--- src/rtl/utils_pkg.sv ---
// Shared helpers for the read-side word packer: lane-count type and keep-mask builder.
package utils_pkg;

  localparam int unsigned MaxLanes = 32;
  localparam int unsigned LaneCntW = $clog2(MaxLanes + 1);

  typedef logic [LaneCntW-1:0] lane_cnt_t;

  // Thermometer mask with the low 'count' bits set, i.e. (1 << count) - 1.
  function automatic logic [MaxLanes-1:0] mask_from_count(input lane_cnt_t count);
    logic [MaxLanes-1:0] mask;
    mask = '0;
    for (int unsigned i = 0; i < MaxLanes; i++) begin
      if (i < 32'(count)) mask[i] = 1'b1;
    end
    return mask;
  endfunction

endpackage

--- src/rtl/stream_out_reg.sv ---
// Valid/ready output register: holds the packed word and keep mask until accepted.
module stream_out_reg #(
  parameter int unsigned DataW = 32,
  parameter int unsigned KeepW = 4
) (
  input  logic             clk_i,
  input  logic             rst_ni,
  input  logic             load_i,
  input  logic [DataW-1:0] data_i,
  input  logic [KeepW-1:0] keep_i,
  input  logic             ready_i,
  output logic             valid_o,
  output logic [DataW-1:0] data_o,
  output logic [KeepW-1:0] keep_o,
  output logic             out_free_c
);

  // Register may take a new word when empty or when the current word leaves this cycle.
  assign out_free_c = !valid_o || ready_i;

  // Load on transfer; otherwise drop valid once the downstream accepts.
  always_ff @(posedge clk_i or negedge rst_ni) begin
    if (!rst_ni) begin
      valid_o <= 1'b0;
      data_o  <= '0;
      keep_o  <= '0;
    end else if (load_i) begin
      valid_o <= 1'b1;
      data_o  <= data_i;
      keep_o  <= keep_i;
    end else if (ready_i) begin
      valid_o <= 1'b0;
    end
  end

endmodule

--- src/rtl/fifo_word_packer.sv ---
// Read-side FIFO consumer: packs Lanes consecutive entries (lane 0 first) into one
// wide word and streams it out over valid/ready.
// Optional build macro PACKER_FLUSH_EN: flush a partial word after TimeoutCycles idle cycles.
module fifo_word_packer
  import utils_pkg::*;
#(
  parameter int unsigned Width         = 8,
  parameter int unsigned Lanes         = 4,
  parameter int unsigned TimeoutCycles = 16
) (
  input  logic                     clk_i,
  input  logic                     rst_ni,
  output logic                     fifo_read_req_o,
  input  logic                     fifo_read_valid_i,
  input  logic [Width-1:0]         fifo_data_i,
  output logic                     valid_o,
  input  logic                     ready_i,
  output logic [Width*Lanes-1:0]   data_o,
  output logic [Lanes-1:0]         keep_o
);

  localparam int unsigned CntW  = $clog2(Lanes + 1);
  localparam int unsigned WordW = Width * Lanes;

  logic [CntW-1:0]               count_q, count_d;
  logic                          pending_q;
  logic [Lanes-1:0][Width-1:0]   acc_q, acc_d;
  logic                          out_free;
  logic                          full;
  logic                          room;
  logic                          fire;
  logic                          xfer;
  logic                          flush;
  logic [Lanes-1:0]              keep_xfer;

  assign full = (count_q == CntW'(Lanes));

  // Lanes already captured plus the one in flight must leave room for another pop.
  assign room = (({1'b0, count_q} + (CntW + 1)'(pending_q)) < (CntW + 1)'(Lanes));

`ifdef PACKER_FLUSH_EN
  localparam int unsigned IdleW = $clog2(TimeoutCycles + 1);

  logic [IdleW-1:0] idle_q;
  logic             partial;

  assign partial = (count_q != '0) && !full;

  // Flush a stranded partial word once the idle budget is used up and the output is free.
  assign flush = (idle_q == IdleW'(TimeoutCycles)) && out_free && partial && !pending_q;

  // Flushed words only carry the lanes that were actually filled.
  assign keep_xfer = flush ? Lanes'(mask_from_count(lane_cnt_t'(count_q))) : '1;

  // Idle counter: runs while a partial word waits with nothing in flight, saturates at the timeout.
  always_ff @(posedge clk_i or negedge rst_ni) begin
    if (!rst_ni) begin
      idle_q <= '0;
    end else if (fire || xfer) begin
      idle_q <= '0;
    end else if (partial && !pending_q && (idle_q != IdleW'(TimeoutCycles))) begin
      idle_q <= idle_q + IdleW'(1);
    end
  end
`else
  assign flush     = 1'b0;
  assign keep_xfer = '1;
`endif

  // Pop/transfer control; the pop request never looks at fifo_read_valid_i.
  always_comb begin
    fifo_read_req_o = 1'b0;
    xfer            = 1'b0;
    if (full && out_free) xfer = 1'b1;
    if (flush)            xfer = 1'b1;
    if ((room || (full && out_free)) && !flush) fifo_read_req_o = 1'b1;
    fire = fifo_read_req_o && fifo_read_valid_i;
  end

  // Accumulator next state: clear on transfer, otherwise capture the in-flight entry.
  always_comb begin
    count_d = count_q;
    acc_d   = acc_q;
    if (xfer) begin
      count_d = '0;
      acc_d   = '0;
    end else if (pending_q) begin
      for (int unsigned i = 0; i < Lanes; i++) begin
        if (count_q == CntW'(i)) acc_d[i] = fifo_data_i;
      end
      count_d = count_q + CntW'(1);
    end
  end

  // Packing state registers; an in-flight pop is dropped on reset.
  always_ff @(posedge clk_i or negedge rst_ni) begin
    if (!rst_ni) begin
      count_q   <= '0;
      pending_q <= 1'b0;
      acc_q     <= '0;
    end else begin
      count_q   <= count_d;
      pending_q <= fire;
      acc_q     <= acc_d;
    end
  end

  stream_out_reg #(
    .DataW (WordW),
    .KeepW (Lanes)
  ) u_out (
    .clk_i      (clk_i),
    .rst_ni     (rst_ni),
    .load_i     (xfer),
    .data_i     (acc_q),
    .keep_i     (keep_xfer),
    .ready_i    (ready_i),
    .valid_o    (valid_o),
    .data_o     (data_o),
    .keep_o     (keep_o),
    .out_free_c (out_free)
  );

endmodule

--- config.mk ---
export PLATFORM = sky130hd
export DESIGN_NAME = fifo_word_packer
export DESIGN_NICKNAME = d
export VERILOG_FILES = /design/src/rtl/utils_pkg.sv /design/src/rtl/stream_out_reg.sv /design/src/rtl/fifo_word_packer.sv
export SDC_FILE = /design/constraint.sdc
export NUM_CORES = 1
export LEC_CHECK = 0
export BUFFER_PORTS_ARGS = -buffer_cell sky130_fd_sc_hd__buf_2
export CAP_MARGIN = 25
export CORE_UTILIZATION = 38
export CTS_BUF_LIST = sky130_fd_sc_hd__clkbuf_4
export DETAILED_ROUTE_END_ITERATION = 6
export SLEW_MARGIN = 20
export SYNTH_ARGS = -nofsm -noshare
export SYNTH_HDL_FRONTEND = slang
export SYNTH_SLANG_ARGS = --single-unit
--- constraint.sdc ---
create_clock -name clk_i -period 4.4 [get_ports clk_i]
set_clock_uncertainty 0.2 [all_clocks]
set_input_delay 0.88 -clock clk_i [delete_from_list [all_inputs] [get_ports clk_i]]
set_output_delay 0.88 -clock clk_i [all_outputs]
set_load 0.02 [all_outputs]
# --- Word level (Yosys, flattened, before mapping) ---
# Index checks and enable logic that the tools add are counted.
word_totals:
  out_inout_bits: 38
  wordCells: 44
  regBits: 70
classes:
  muxes: 12
  n_reduce_logical: 16
  order_cmp: 1
  n_eq_ne: 4
  n_addsub: 2
op_table:
  columns: ["cell", "count"]
  rows:
  - ["32-bit two-way mux", 2]
  - ["8-bit two-way mux", 4]
  - ["2-bit nonzero test", 6]
  - ["2-bit AND reduction", 4]
  - ["3-bit by 2-bit equality test with 1-bit output, second input constant", 2]
  - ["3-bit two-way mux", 2]
  - ["3-bit by 1-bit adder with 4-bit output", 1]
  - ["4-bit by 3-bit < comparator with 1-bit output, second input constant", 1]
  - ["1-bit two-way mux", 4]
  - ["3-bit by 1-bit adder with 3-bit output, second input constant", 1]
  - ["3-bit by 1-bit equality test with 1-bit output, second input constant", 1]
  - ["3-bit equality test, second input constant", 1]
  - ["3-bit logical NOT", 1]
  - ["1-bit logical AND", 2]
  - ["1-bit logical OR", 2]
  - ["1-bit logical NOT", 1]

# --- Depth between registers and ports, before layout ---
depth:
  word_depth: 6
  mapped_depth: 8
  depth_no_buf: 5

# --- Hierarchy ---
# From an unflattened synthesis, not the netlist that was laid out.
hier_totals:
  hier_cells: 236
  area_unflattened_um2: 3226.8
by_module_without_submodules:
  columns: ["module", "cells_per_inst", "instances", "area_each_um2"]
  rows:
  - ["fifo_word_packer", 157, 1, 1702.9]
  - ["stream_out_reg", 79, 1, 1524.0]

# --- Worst setup path after synthesis ---
# No wires, ideal clock.
synth_timing:
  path_kind: "input-to-output"
  startpoint: "input ready_i"
  endpoint: "output fifo_read_req_o"
  arrival_ps: 1732
  n_path_buf: 2
  stages: 5
  slack_ps: 1588
  cell_sequence: "nand2b_4 > nor2b_4 > buf_6 > buf_6 > or2_2"
synth_via:
  elab_chain_len: 4
synth_rtl:
  columns: ["item", "line", "rtl"]
  rows:
  - ["start, declared", "fifo_word_packer.sv:17", "input logic ready_i,"]
  - ["1-bit logical OR", "stream_out_reg.sv:19", "assign out_free_c = !valid_o || ready_i;"]
  - ["1-bit logical AND", "fifo_word_packer.sv:76", "if ((room || (full && out_free)) && !flush) fifo_read_req_o = 1'b1;"]
  - ["1-bit logical OR", "fifo_word_packer.sv:76", null]
  - ["1-bit two-way mux", "fifo_word_packer.sv:76", null]
  - ["end, declared", "fifo_word_packer.sv:13", "output logic fifo_read_req_o,"]
# No other way between the ends.

# --- Worst setup path in the final report ---
layout_timing:
  startpoint: "register pending_q"
  endpoint: "output fifo_read_req_o"
layout_via:
  elab_chain_len: 4
layout_rtl:
  columns: ["item", "line", "rtl"]
  rows:
  - ["start, declared", "fifo_word_packer.sv:26", "logic pending_q;"]
  - ["start signal, assigned", "fifo_word_packer.sv:103", "pending_q <= fire;"]
  - ["3-bit by 1-bit adder with 4-bit output", "fifo_word_packer.sv:39", "assign room = (({1'b0, count_q} + (CntW + 1)'(pending_q)) < (CntW + 1)'(Lanes));"]
  - ["4-bit by 3-bit < comparator with 1-bit output", "fifo_word_packer.sv:39", null]
  - ["1-bit logical OR", "fifo_word_packer.sv:76", null]
  - ["1-bit two-way mux", "fifo_word_packer.sv:76", null]
# No other way between the ends.

==> reports/results.txt <==
In this run the static leakage power is 1.88 nW. By startpoint and endpoint, the worst setup path is classified as reg2out. For this design the ratio of total power to cell area is 730 nW/um^2. The data required time at the worst endpoint was 3320 ps; the met1 track demand over resource in global routing was 0.191. The final layout contains routed wiring with a total length of 5.29 mm. The HPWL after detailed placement was 3.52 mm; the clock transition at the registers of the reported paths was 100 ps. The library cell used most frequently in the layout, excluding fill and tap cells, is dfrtp_1.

Yosys mapped the design onto 25 distinct sky130hd cell types. After floorplanning, the core was divided into 32 placement rows. The cell type with the highest aggregate area in the netlist was dfrtp_1. For the largest net degree at the start of global routing, the log shows 70. The number of clock buffers added by TritonCTS is 9. During synthesis, Yosys emitted a total of 0 warnings.

Input and output buffers added on the ports amount to 49. The share of post-route cells with drive strength above 1 was 0.383; the slew at the pin closest to its max-slew limit was 928 ps. Setup violations remaining at the end of the flow were counted as 0. The met2 usage in global routing is 0.215, and the clock period minus final worst setup slack is 2870 ps. Of all nets on the critical path, the largest fanout is 17.

The CTS H-tree depth is 3, and the core footprint is 7730 sq um. The logs give 0.382 for the worst max-slew margin expressed relative to the limit and 0 for the number of antenna cells inserted. Max-cap violations in this run came to 0. Initial standard-cell utilization of the core: 0.392. The number of buffers and inverters on the critical path was 1. Traced cell by cell, the critical path runs through a31oi_1 > or2_2 > buf_2. TritonCTS built the clock tree. The clock reaches the later pin of the worst-skew pair after 410 ps. The first routing iteration left 93 violations. For the initial antenna violation count, the log shows 0. The tools report the clock network power share as 0.133. The die is 91.3 microns wide. The logs give 1,706 for the number of global-route vias before repair and 8330 sq um for the die outline area. Summing internal, switching and leakage power gives 2.45 mW.

The tools report the clock tree root buffer cell as clkbuf_4. In this run the power spent charging and discharging nets is 0.920 mW. Dividing the detail-routed wire length by the instance count gives 14.4 microns. The end-of-flow core utilization is 0.434. During I/O placement, the number of pins put on the boundary was 50. The number of hold-repair buffers added at the cts stage was 0. Final period utilization: 0.652. The finished layout holds 368 standard cells, fillers aside. The share of Yosys cell area claimed by the top area cell type is 0.578. In this run, placement finished with an instance count of 354. The first global-routing pass estimated 9.07 mm of wire.

For the worst setup path, the data arrival time is 1790 ps. Setup repair after global routing left no endpoint under its margin. The first detailed-routing pass ran for 4 iterations. After synthesis the cells add up to 3030 sq um.

The number of hold-slack violations in the final timing report came out at 0. The relative contribution of combinational cells to total power was 0.416; the share of total power in sequential cells was 0.452. In the layout the commonest cells are dfrtp_1 (70), buf_2 (49), mux2_4 (29), nor2_1 (27), mux2i_1 (25). The slowest stage of the critical path is the dfrtp_1 cell. Kind of capture point of the worst setup path: a primary output. The tools report the met3 demand-to-capacity share in global routing as 0.0586. The run gives 0.000672 V as the maximum vdd drop. Synthesis handed over a netlist of 217 instances. The internal power was 1.53 mW; the number of vias after detailed routing was 1,712. The gate family responsible for the most delay along the worst path was flip-flops. After the last flow step, the layout net total stands at 280. Routability-driven placement finished with a final weighted congestion of 0.718. The highest attainable clock frequency was 0.348 GHz. No sink is reached through more buffers than the 2 on the longest clock path. The tools report the synthesized net count as 234. STA classifies the critical path startpoint as a register. CTS saw 70 sinks.

Busiest layer in global routing: met2. Class of the tightest hold or removal check: in2async. The tools report the global route total overflow as 0.

The flow ran to the end, and the final reports show no timing, DRC or antenna violations. Dividing the detail-routed via count by the number of cells gives 4.65. The number of gates resized after CTS was 0.

The longest individual stage delay on the worst path is 690 ps, and the mean cell area of the mapped netlist is 14.0 sq um. The area growth from synthesis to layout is 10.7%. The run gives 0 as the max-slew violation count. In this run the remaining antenna-violating nets after routing total 0. For the part of the Yosys area used for sequential elements, the log shows 0.578. In the routed design, unresolved DRC markers number 0. Adding up every negative setup slack in the final design gives 0 ps. The fraction of power spent switching nets is 0.376. From bottom edge to top edge, the die measures 91.3 microns. The number of setup buffers added after CTS is 0. Overall fraction of global-route tracks in use: 0.146.

After synthesis the netlist holds a flip-flop and latch count of 70. Sorting the synthesized cells by area gives the leading types as dfrtp_1 (58%), mux2_4 (14%), mux2i_1 (8.3%).
path summary, 6_finish.rpt:
check | slack [ps] | endpoint | cells past startpoint | startpoint
min in group clk_i | 310 | u_out.data_o[11] | 1 | acc_q[11]
max in group asynchronous | 3030 | u_out.data_o[1] | 2 | rst_ni
min | 200 | u_out.data_o[20] | 1 | rst_ni
max reg2reg | 1960 | u_out.data_o[19] | 6 | count_q[0]
max | 1530 | fifo_read_req_o | 3 | pending_q
min reg2reg | 310 | u_out.data_o[11] | 1 | acc_q[11]
cell families (layout without fill, tap and decap cells):
group | Yosys count | in the layout | share of synthesized area
XOR/XNOR | 1 | 1 | 0.00289
adder cells (fa/ha/maj) | 5 | 5 | 0.0207
AND/OR/NAND/NOR | 53 | 53 | 0.0818
buffers and inverters | 20 | 69 | 0.0587
AO/OA/AOI/OAI | 11 | 11 | 0.0202
flip-flops | 70 | 70 | 0.578
multiplexers | 57 | 57 | 0.238
stage by stage:
stage                     hold slack [ps]  cell area (sq um)  setup slack [ps]
after floorplan                       279               3030              1590
after global placement                286               3260              1660
after detailed placement              291               3260              1660
after CTS                             190               3350              1490
after global routing                  191               3350              1340
final                                 204               3350              1530
power groups by stage:
stage / Sequential, mW / Combinational (mW) / Clock [mW]
floorplan: 1.24 / 0.706 / 0
global placement: 1.11 / 1.01 / 0
detailed placement: 1.13 / 1.03 / 0
CTS: 1.11 / 1.04 / 0.341
global route: 1.15 / 1.11 / 0.374
finish: 1.11 / 1.02 / 0.325
worst reg2reg max path, stage by stage (launching register included):
cell and delay (ps):
dfrtp_1 460, inv_1 110, ha_1 190, nand2_2 100
nor2b_4 120, buf_4 730, mux2_2 430
cell usage after synthesis:
| master | number |
|---|---|
| ha_1 | 5 |
| nand3b_1 | 3 |
| a21oi_1 | 8 |
| or2_2 | 2 |
| buf_2 | 4 |
| nand3_1 | 8 |
| mux2_2 | 3 |
| xnor2_1 | 1 |
| nor2b_4 | 1 |
| inv_1 | 3 |
| o21a_1 | 1 |
| nand2b_4 | 1 |
| buf_4 | 3 |
| dfrtp_1 | 70 |
| buf_12 | 3 |
| nand2_2 | 1 |
| clkbuf_1 | 1 |
| a211oi_1 | 1 |
| nand2_1 | 10 |
| buf_6 | 5 |
| mux2_4 | 29 |
| nor2_1 | 27 |
| a31oi_1 | 1 |
| mux2i_1 | 25 |
| buf_1 | 1 |
layer usage:
metal	vias up	part of all wire
li1	815	-
met4	0	0.016
met5	-	0
met3	10	0.052
met2	40	0.46
met1	847	0.47
registers in the layout, summed over array words and instances (netlist names):
signal / flops
acc_q: 32
u_out.data_o: 32
count_q: 3
pending_q: 1
u_out.keep_o: 1
u_out.valid_o: 1
layout make-up:
type	instances	area [sq um]
Clock buffer	11	82.6
Inverter	3	11.3
Tap cell	102	128
Multi-Input combinational cell	127	1100
Clock inverter	3	13.8
Timing Repair Buffer	52	268
Fill cell	749	4370
Sequential cell	70	1750
Note: power is estimated with default switching activity, not from simulation.
